$ cat src/rtl/calc_pkg.sv
// Shared types and helpers for the parametrised calculator core:
// keypad command codes, status/state encodings and the operator register type.
package calc_pkg;

    localparam int NDIG_DEFAULT = 8;

    // Digit commands 0..9 are the raw code values; only the control keys are named.
    typedef enum logic [3:0] {
        CMD_ADD  = 4'hA,
        CMD_SUB  = 4'hB,
        CMD_MUL  = 4'hC,
        CMD_CLR  = 4'hD,
        CMD_EQ   = 4'hE,
        CMD_BKSP = 4'hF
    } cmd_e;

    typedef enum logic [1:0] {
        STAT_ERROR    = 2'b00,
        STAT_BUSY     = 2'b01,
        STAT_READY    = 2'b10,
        STAT_PRINTING = 2'b11
    } status_e;

    typedef enum logic [2:0] {
        ST_WAIT_A = 3'd0,
        ST_OP     = 3'd1,
        ST_WAIT_B = 3'd2,
        ST_CALC   = 3'd3,
        ST_PRINT  = 3'd4,
        ST_ERROR  = 3'd5
    } state_e;

    typedef enum logic [1:0] {
        OP_NONE = 2'd0,
        OP_ADD  = 2'd1,
        OP_SUB  = 2'd2,
        OP_MUL  = 2'd3
    } op_e;

    function automatic longint pow10(input int n);
        longint r = 1;
        for (int i = 0; i < n; i++) begin
            r = r * 10;
        end
        return r;
    endfunction

    function automatic op_e cmd_to_op(input logic [3:0] c);
        case (c)
            CMD_ADD: return OP_ADD;
            CMD_SUB: return OP_SUB;
            CMD_MUL: return OP_MUL;
            default: return OP_NONE;
        endcase
    endfunction

endpackage

$ cat src/rtl/calc_digit_serializer.sv
// Emits the NDIG decimal digits of a value, least significant first, one per cycle,
// using a single divide-by-10 on the running quotient.
module calc_digit_serializer
    import calc_pkg::*;
#(
    parameter int NDIG = NDIG_DEFAULT,
    parameter int VW   = 27
) (
    input  logic                    clock,
    input  logic                    reset,
    input  logic                    start,
    input  logic [VW-1:0]           value,
    output logic [3:0]              data,
    output logic [$clog2(NDIG)-1:0] pos,
    output logic                    done
);

    localparam int PW = $clog2(NDIG);

    logic [VW-1:0] rem_reg;
    logic [3:0]    data_reg;
    logic [PW-1:0] pos_reg;
    logic          busy_reg;

    logic [VW-1:0] src;
    logic [VW-1:0] quo;
    logic [3:0]    dig;

    // Digit 0 is produced straight from the loaded value so it appears the cycle after start.
    assign src = start ? value : rem_reg;
    assign quo = src / VW'(10);
    assign dig = 4'(src % VW'(10));

    assign done = busy_reg && (pos_reg == PW'(NDIG - 1));
    assign data = data_reg;
    assign pos  = pos_reg;

    always_ff @(posedge clock or posedge reset) begin
        if (reset) begin
            rem_reg  <= '0;
            data_reg <= '0;
            pos_reg  <= '0;
            busy_reg <= 1'b0;
        end else if (start) begin
            rem_reg  <= quo;
            data_reg <= dig;
            pos_reg  <= '0;
            busy_reg <= 1'b1;
        end else if (busy_reg) begin
            if (done) begin
                data_reg <= '0;
                pos_reg  <= '0;
                busy_reg <= 1'b0;
            end else begin
                rem_reg  <= quo;
                data_reg <= dig;
                pos_reg  <= pos_reg + PW'(1);
            end
        end
    end

endmodule

$ cat src/rtl/calc_param.sv
// Calculator core: decimal operand entry, + - * (shift-add, fixed latency), overflow
// detection and a serialised digit stream for the display controller.
module calc_param
    import calc_pkg::*;
#(
    parameter int NDIG = NDIG_DEFAULT
) (
    input  logic                    clock,
    input  logic                    reset,
    input  logic [3:0]              cmd,
    input  logic                    cmd_valid,
    output logic                    cmd_ready,
    output logic [1:0]              status,
    output logic [3:0]              data,
    output logic [$clog2(NDIG)-1:0] pos,
    output logic                    neg,
    output logic [2:0]              state
);

    localparam int W  = $clog2(pow10(NDIG)) + 1;
    localparam int M  = W - 1;
    localparam int CW = $clog2(M);
    localparam logic [M-1:0] MAX_VAL   = M'(pow10(NDIG) - 1);
    localparam logic [M-1:0] ENTRY_LIM = M'(pow10(NDIG - 1));

    state_e         state_reg, state_next;
    state_e         ret_reg, ret_next;
    op_e            op_reg, op_next;
    logic [M-1:0]   acc_reg, acc_next;
    logic [M-1:0]   a_reg, a_next;
    logic [M-1:0]   b_reg, b_next;
    logic           neg_reg, neg_next;
    logic [2*M-1:0] prod_reg, prod_next;
    logic [2*M-1:0] mcand_reg, mcand_next;
    logic [M-1:0]   mplier_reg, mplier_next;
    logic [CW-1:0]  cnt_reg, cnt_next;

    logic           ser_start;
    logic [M-1:0]   ser_value;
    logic [3:0]     ser_data;
    logic           ser_done;

    logic           accept, is_digit, is_op;
    logic [M-1:0]   acc_dig, acc_div;
    logic [M:0]     sum;
    logic           b_gt_a;
    logic [M-1:0]   diff;
    logic [2*M-1:0] prod_sum;
    logic           mul_last;

    logic           calc_done, calc_ovf, calc_neg;
    logic [M-1:0]   calc_val;

    // Clear must still reach the core while it sits in ERROR, so ready only drops when busy/printing.
    assign cmd_ready = (state_reg != ST_CALC) && (state_reg != ST_PRINT);
    assign accept    = cmd_valid && cmd_ready;
    assign is_digit  = cmd < 4'd10;
    assign is_op     = (cmd == CMD_ADD) || (cmd == CMD_SUB) || (cmd == CMD_MUL);

    assign acc_dig  = acc_reg * M'(10) + M'(cmd);
    assign acc_div  = acc_reg / M'(10);
    assign sum      = {1'b0, a_reg} + {1'b0, b_reg};
    assign b_gt_a   = b_reg > a_reg;
    assign diff     = b_gt_a ? (b_reg - a_reg) : (a_reg - b_reg);
    assign prod_sum = prod_reg + (mplier_reg[0] ? mcand_reg : '0);
    assign mul_last = cnt_reg == CW'(M - 1);

    always_comb begin
        calc_done = 1'b0;
        calc_ovf  = 1'b0;
        calc_neg  = 1'b0;
        calc_val  = '0;
        case (op_reg)
            OP_ADD: begin
                calc_done = 1'b1;
                calc_ovf  = sum > {1'b0, MAX_VAL};
                calc_val  = sum[M-1:0];
            end
            OP_SUB: begin
                calc_done = 1'b1;
                calc_neg  = b_gt_a;
                calc_val  = diff;
            end
            OP_MUL: begin
                calc_done = mul_last;
                calc_ovf  = prod_sum > {{M{1'b0}}, MAX_VAL};
                calc_val  = prod_sum[M-1:0];
            end
            default: begin
                calc_done = 1'b1;
                calc_val  = acc_reg;
            end
        endcase
    end

    always_comb begin
        state_next  = state_reg;
        ret_next    = ret_reg;
        op_next     = op_reg;
        acc_next    = acc_reg;
        a_next      = a_reg;
        b_next      = b_reg;
        neg_next    = neg_reg;
        prod_next   = prod_reg;
        mcand_next  = mcand_reg;
        mplier_next = mplier_reg;
        cnt_next    = cnt_reg;
        ser_start   = 1'b0;
        ser_value   = acc_reg;

        if (accept && cmd == CMD_CLR) begin
            state_next  = ST_WAIT_A;
            ret_next    = ST_WAIT_A;
            op_next     = OP_NONE;
            acc_next    = '0;
            a_next      = '0;
            b_next      = '0;
            neg_next    = 1'b0;
            prod_next   = '0;
            mcand_next  = '0;
            mplier_next = '0;
            cnt_next    = '0;
        end else begin
            case (state_reg)
                ST_WAIT_A, ST_WAIT_B: begin
                    if (accept) begin
                        if (is_digit) begin
                            if (acc_reg < ENTRY_LIM) begin
                                acc_next   = acc_dig;
                                ser_value  = acc_dig;
                                ser_start  = 1'b1;
                                neg_next   = 1'b0;
                                ret_next   = state_reg;
                                state_next = ST_PRINT;
                            end
                        end else if (cmd == CMD_BKSP) begin
                            acc_next   = acc_div;
                            ser_value  = acc_div;
                            ser_start  = 1'b1;
                            neg_next   = 1'b0;
                            ret_next   = state_reg;
                            state_next = ST_PRINT;
                        end else if (is_op && state_reg == ST_WAIT_A) begin
                            a_next     = acc_reg;
                            op_next    = cmd_to_op(cmd);
                            acc_next   = '0;
                            neg_next   = 1'b0;
                            state_next = ST_OP;
                        end else if (cmd == CMD_EQ && state_reg == ST_WAIT_B) begin
                            // Operand B becomes the multiplier; A is shifted up one place per cycle.
                            b_next      = acc_reg;
                            prod_next   = '0;
                            mcand_next  = {{M{1'b0}}, a_reg};
                            mplier_next = acc_reg;
                            cnt_next    = '0;
                            state_next  = ST_CALC;
                        end
                    end
                end
                ST_OP: begin
                    if (accept) begin
                        if (is_digit) begin
                            acc_next   = M'(cmd);
                            ser_value  = M'(cmd);
                            ser_start  = 1'b1;
                            ret_next   = ST_WAIT_B;
                            state_next = ST_PRINT;
                        end else if (is_op) begin
                            op_next = cmd_to_op(cmd);
                        end
                    end
                end
                ST_CALC: begin
                    if (op_reg == OP_MUL) begin
                        prod_next   = prod_sum;
                        mcand_next  = mcand_reg << 1;
                        mplier_next = mplier_reg >> 1;
                        cnt_next    = cnt_reg + CW'(1);
                    end
                    if (calc_done) begin
                        if (calc_ovf) begin
                            state_next = ST_ERROR;
                        end else begin
                            acc_next   = calc_val;
                            neg_next   = calc_neg;
                            ser_value  = calc_val;
                            ser_start  = 1'b1;
                            ret_next   = ST_WAIT_A;
                            state_next = ST_PRINT;
                        end
                    end
                end
                ST_PRINT: begin
                    if (ser_done) begin
                        state_next = ret_reg;
                    end
                end
                ST_ERROR: begin
                end
                default: begin
                    state_next = ST_WAIT_A;
                end
            endcase
        end
    end

    always_ff @(posedge clock or posedge reset) begin
        if (reset) begin
            state_reg  <= ST_WAIT_A;
            ret_reg    <= ST_WAIT_A;
            op_reg     <= OP_NONE;
            acc_reg    <= '0;
            a_reg      <= '0;
            b_reg      <= '0;
            neg_reg    <= 1'b0;
            prod_reg   <= '0;
            mcand_reg  <= '0;
            mplier_reg <= '0;
            cnt_reg    <= '0;
        end else begin
            state_reg  <= state_next;
            ret_reg    <= ret_next;
            op_reg     <= op_next;
            acc_reg    <= acc_next;
            a_reg      <= a_next;
            b_reg      <= b_next;
            neg_reg    <= neg_next;
            prod_reg   <= prod_next;
            mcand_reg  <= mcand_next;
            mplier_reg <= mplier_next;
            cnt_reg    <= cnt_next;
        end
    end

    calc_digit_serializer #(
        .NDIG (NDIG),
        .VW   (M)
    ) u_serializer (
        .clock (clock),
        .reset (reset),
        .start (ser_start),
        .value (ser_value),
        .data  (ser_data),
        .pos   (pos),
        .done  (ser_done)
    );

    always_comb begin
        case (state_reg)
            ST_CALC:  status = STAT_BUSY;
            ST_PRINT: status = STAT_PRINTING;
            ST_ERROR: status = STAT_ERROR;
            default:  status = STAT_READY;
        endcase
    end

    assign data  = (state_reg == ST_ERROR) ? 4'hE : ser_data;
    assign neg   = neg_reg;
    assign state = state_reg;

endmodule
$ cat config.mk
export PLATFORM = sky130hd
export DESIGN_NAME = calc_param
export DESIGN_NICKNAME = d
export VERILOG_FILES = /design/src/rtl/calc_pkg.sv /design/src/rtl/calc_digit_serializer.sv /design/src/rtl/calc_param.sv
export SDC_FILE = /design/constraint.sdc
export NUM_CORES = 1
export LEC_CHECK = 0
export ABC_AREA = 1
export BUFFER_PORTS_ARGS = -buffer_cell sky130_fd_sc_hd__clkbuf_2
export CAP_MARGIN = 5
export CORE_MARGIN = 2
export CORE_UTILIZATION = 50
export CTS_BUF_LIST = sky130_fd_sc_hd__clkbuf_16
export DETAILED_ROUTE_END_ITERATION = 8
export GPL_TIMING_DRIVEN = 0
export HOLD_SLACK_MARGIN = 0.1
export PLACE_DENSITY_LB_ADDON = 0.12
export SYNTH_ARGS = -nofsm -noshare
export SYNTH_HDL_FRONTEND = slang
export SYNTH_SLANG_ARGS = --single-unit
$ cat constraint.sdc
create_clock -name clock -period 14.74 [get_ports clock]
set_input_delay 1.474 -clock clock [delete_from_list [all_inputs] [get_ports clock]]
set_output_delay 1.474 -clock clock [all_outputs]
set_load 0.01 [all_outputs]
==> key figures <==
Detailed routing
  – Antenna-violating nets left: 0
  – DR pass1 iterations: 6
  – Wire per inst: 20.06 um
  – Drt drc: 0
  – Via-to-Cell Ratio: around 5.7
  – WL final: 121600 um
  – Via count: 34580
  – Initial DRC Count: 3351

Die
  – Initial Util: 0.5061
  – Die Height: 254.2 um
  – Row count: 91
  – Ports: 21
  – Core Area: roughly 62000 um2
  – Chip width: 254.2 um
  – Total die area: around 65000 um2

Yosys
  – YS warnings: 0
  – Post-synth net total: around 5300
  – Sequential area share after synthesis: 0.2095
  – Netlist cell types: 83
  – Post-synthesis cell area: 31290 um2
  – Ys async rst share: 1.000
  – Mapped Avg Cell Area: 6.102 um2
  – Top FF cell, synth: dfrtp_1
  – Post-synth EDFFs: 0
  – #FFs+latches synth: 262
  – Cells after Synth: about 5100

Layout
  – # nets final: 5400
  – Share of cells above drive strength 1: 0.1340
  – Most frequent cells in the layout: nand2_1, inv_1, o21ai_0
  – Post-layout util: 0.5523
  – Commonest non-fill, non-tap cell in the layout: nand2_1
  – Synth-to-Final Area Change: 9.129%

CTS
  – CTS buffer count: 34
  – Reg clk slew, reported paths: 0.07 ns
  – CTS root buf: clkbuf_16
  – H-tree depth: 2
  – Total clock sinks: 262
  – Worst-Skew Late Latency: 0.57 ns
  – CTS tree: done
  – CTS Buffer Depth: 3

Critical path
  – WP data required: 15.19 ns
  – Worst path max stage delay: approximately 0.53 ns
  – Data arrival, critical path: 13.87 ns
  – Startpoint type of the worst setup path: flip-flop
  – Crit Path Category: flip-flop to flip-flop
  – Internal reg-to-reg setup slack: 1.32 ns
  – Crit. End Element: flip-flop
  – CP max FO: 10
  – CP max-delay cell: or3_2

Global route
  – Initial antenna violation count: 8
  – Grt ovf: 0
  – Largest net degree at the start of global routing: 119
  – Number of global-route vias before repair: 31440
  – GRT Overall Usage: 0.3709
  – First-pass GRT wire length: 183300 um

STA
  – Slew Limit Fails: 0
  – Tcrit/Tclk final: 0.9106
  – Clock Skew: 0.01840 ns
  – Worst-margin pin slew: 1.013 ns
  – # setup viols final: 0
  – Minimum clock period: 13.42 ns
  – Hold Vio Cnt, Final: 0
  – Rel. slew slack: 0.3219
  – Max Clk Rate: 74.51 MHz

Status
  – Status: finished clean

Place
  – GPL Wtd Cong: about 1.1
  – Dpl hpwl: between 90000 and 100000 um
  – Buffers on Ports: 19

Flow run
  – Max-Cap Viols: 0

Min path
  – Worst Hold Class: flip-flop to flip-flop
## path summary, 6_finish.rpt
check,endpoint,startpoint,cells after the start
min reg2reg,u_serializer.rem_reg[23],u_serializer.rem_reg[23],2
min,u_serializer.rem_reg[23],u_serializer.rem_reg[23],2
min in group asynchronous,prod_reg[39],reset,2
max,u_serializer.data[3],mplier_reg[0],116
max reg2reg,u_serializer.data[3],mplier_reg[0],116
max in group asynchronous,acc_reg[2],reset,3
## layout make-up
type	instances	area [um2]
Sequential cell	262	6565
Antenna cell	2	5.005
Tap cell	837	1047
Clock inverter	26	232.7
Fill cell	6543	27680
Buffer	164	904.6
Inverter	840	3174
Timing Repair Buffer	36	262.8
Clock buffer	34	850.8
Multi-Input combinational cell	3861	21100
## worst max-delay path: cells and delay by family, from the launching register on
| kind | cells | cell delay [ns] |
|---|---|---|
| compound gates | 5 | 1.27 |
| xor+xnor | 2 | 0.57 |
| fa+ha+maj | 3 | 0.72 |
| buf+inv | 15 | 1.37 |
| flops | 1 | 0.42 |
| simple gates | 91 | 8.91 |
## through the flow
| stage | area (um2) | cells | setup WS [ns] | hold WS (ns) | TNS (ns) |
|---|---|---|---|---|---|
| 2_1_floorplan | 31290 | 5128 | 3.301 | 0.4362 | 0 |
| 3_3_place_gp | 32430 | 5984 | 0.6466 | 0.4568 | 0 |
| 3_5_place_dp | 32490 | 5986 | 0.4599 | 0.4658 | 0 |
| 4_1_cts | 33580 | 6046 | 0.4387 | 0.4793 | 0 |
| 5_1_grt | 34140 | 6061 | -0.06783 | 0.5021 | -0.06915 |
| 6_report | 34150 | 6062 | 1.318 | 0.4809 | 0 |
## routing by layer
layer,global-route usage,wire (um),share of wire
met1,0.4975,51630,0.42
met3,0.06614,11020,0.091
met2,0.5778,52230,0.43
met5,0,61,0.00050
met4,0.1771,6695,0.055
## repair_timing
action                                  in CTS  in global routing
endpoints found under the hold margin        0                  0
resized for setup                            0                144
endpoints found under the setup margin       0                  5
setup buffers                                0                 15
hold buffers                                 0                  0
## Yosys cell counts (52+ instances only)
cell | n | share of area
dfrtp_1 | 262 | 0.21
nand2_1 | 1524 | 0.18
o211ai_1 | 103 | 0.025
a21oi_1 | 218 | 0.035
nor2_1 | 344 | 0.041
o21ai_0 | 353 | 0.056
nand2_2 | 166 | 0.033
clkbuf_1 | 103 | 0.012
inv_2 | 118 | 0.014
nand3_1 | 347 | 0.056
o22ai_1 | 57 | 0.011
inv_1 | 684 | 0.082
ha_1 | 188 | 0.075
nand4_1 | 70 | 0.014
xor2_1 | 52 | 0.015
## cells by family (layout without fill, tap and decap cells)
family,Yosys count,count (layout),synth area share
and+or+nand+nor,2664,2664,0.3834
buffers and inverters,1005,1100,0.1296
other,0,2,0
AOI/OAI and AO/OA,935,935,0.1782
muxes,1,1,0.0003199
xor gates and xnor gates,67,67,0.01983
adders and majority gates,194,194,0.07902
DFF,262,262,0.2095
Power is left out: the tool's default activity adds up to more than one toggle a clock period on the data nets, which glitch-free logic cannot reach.
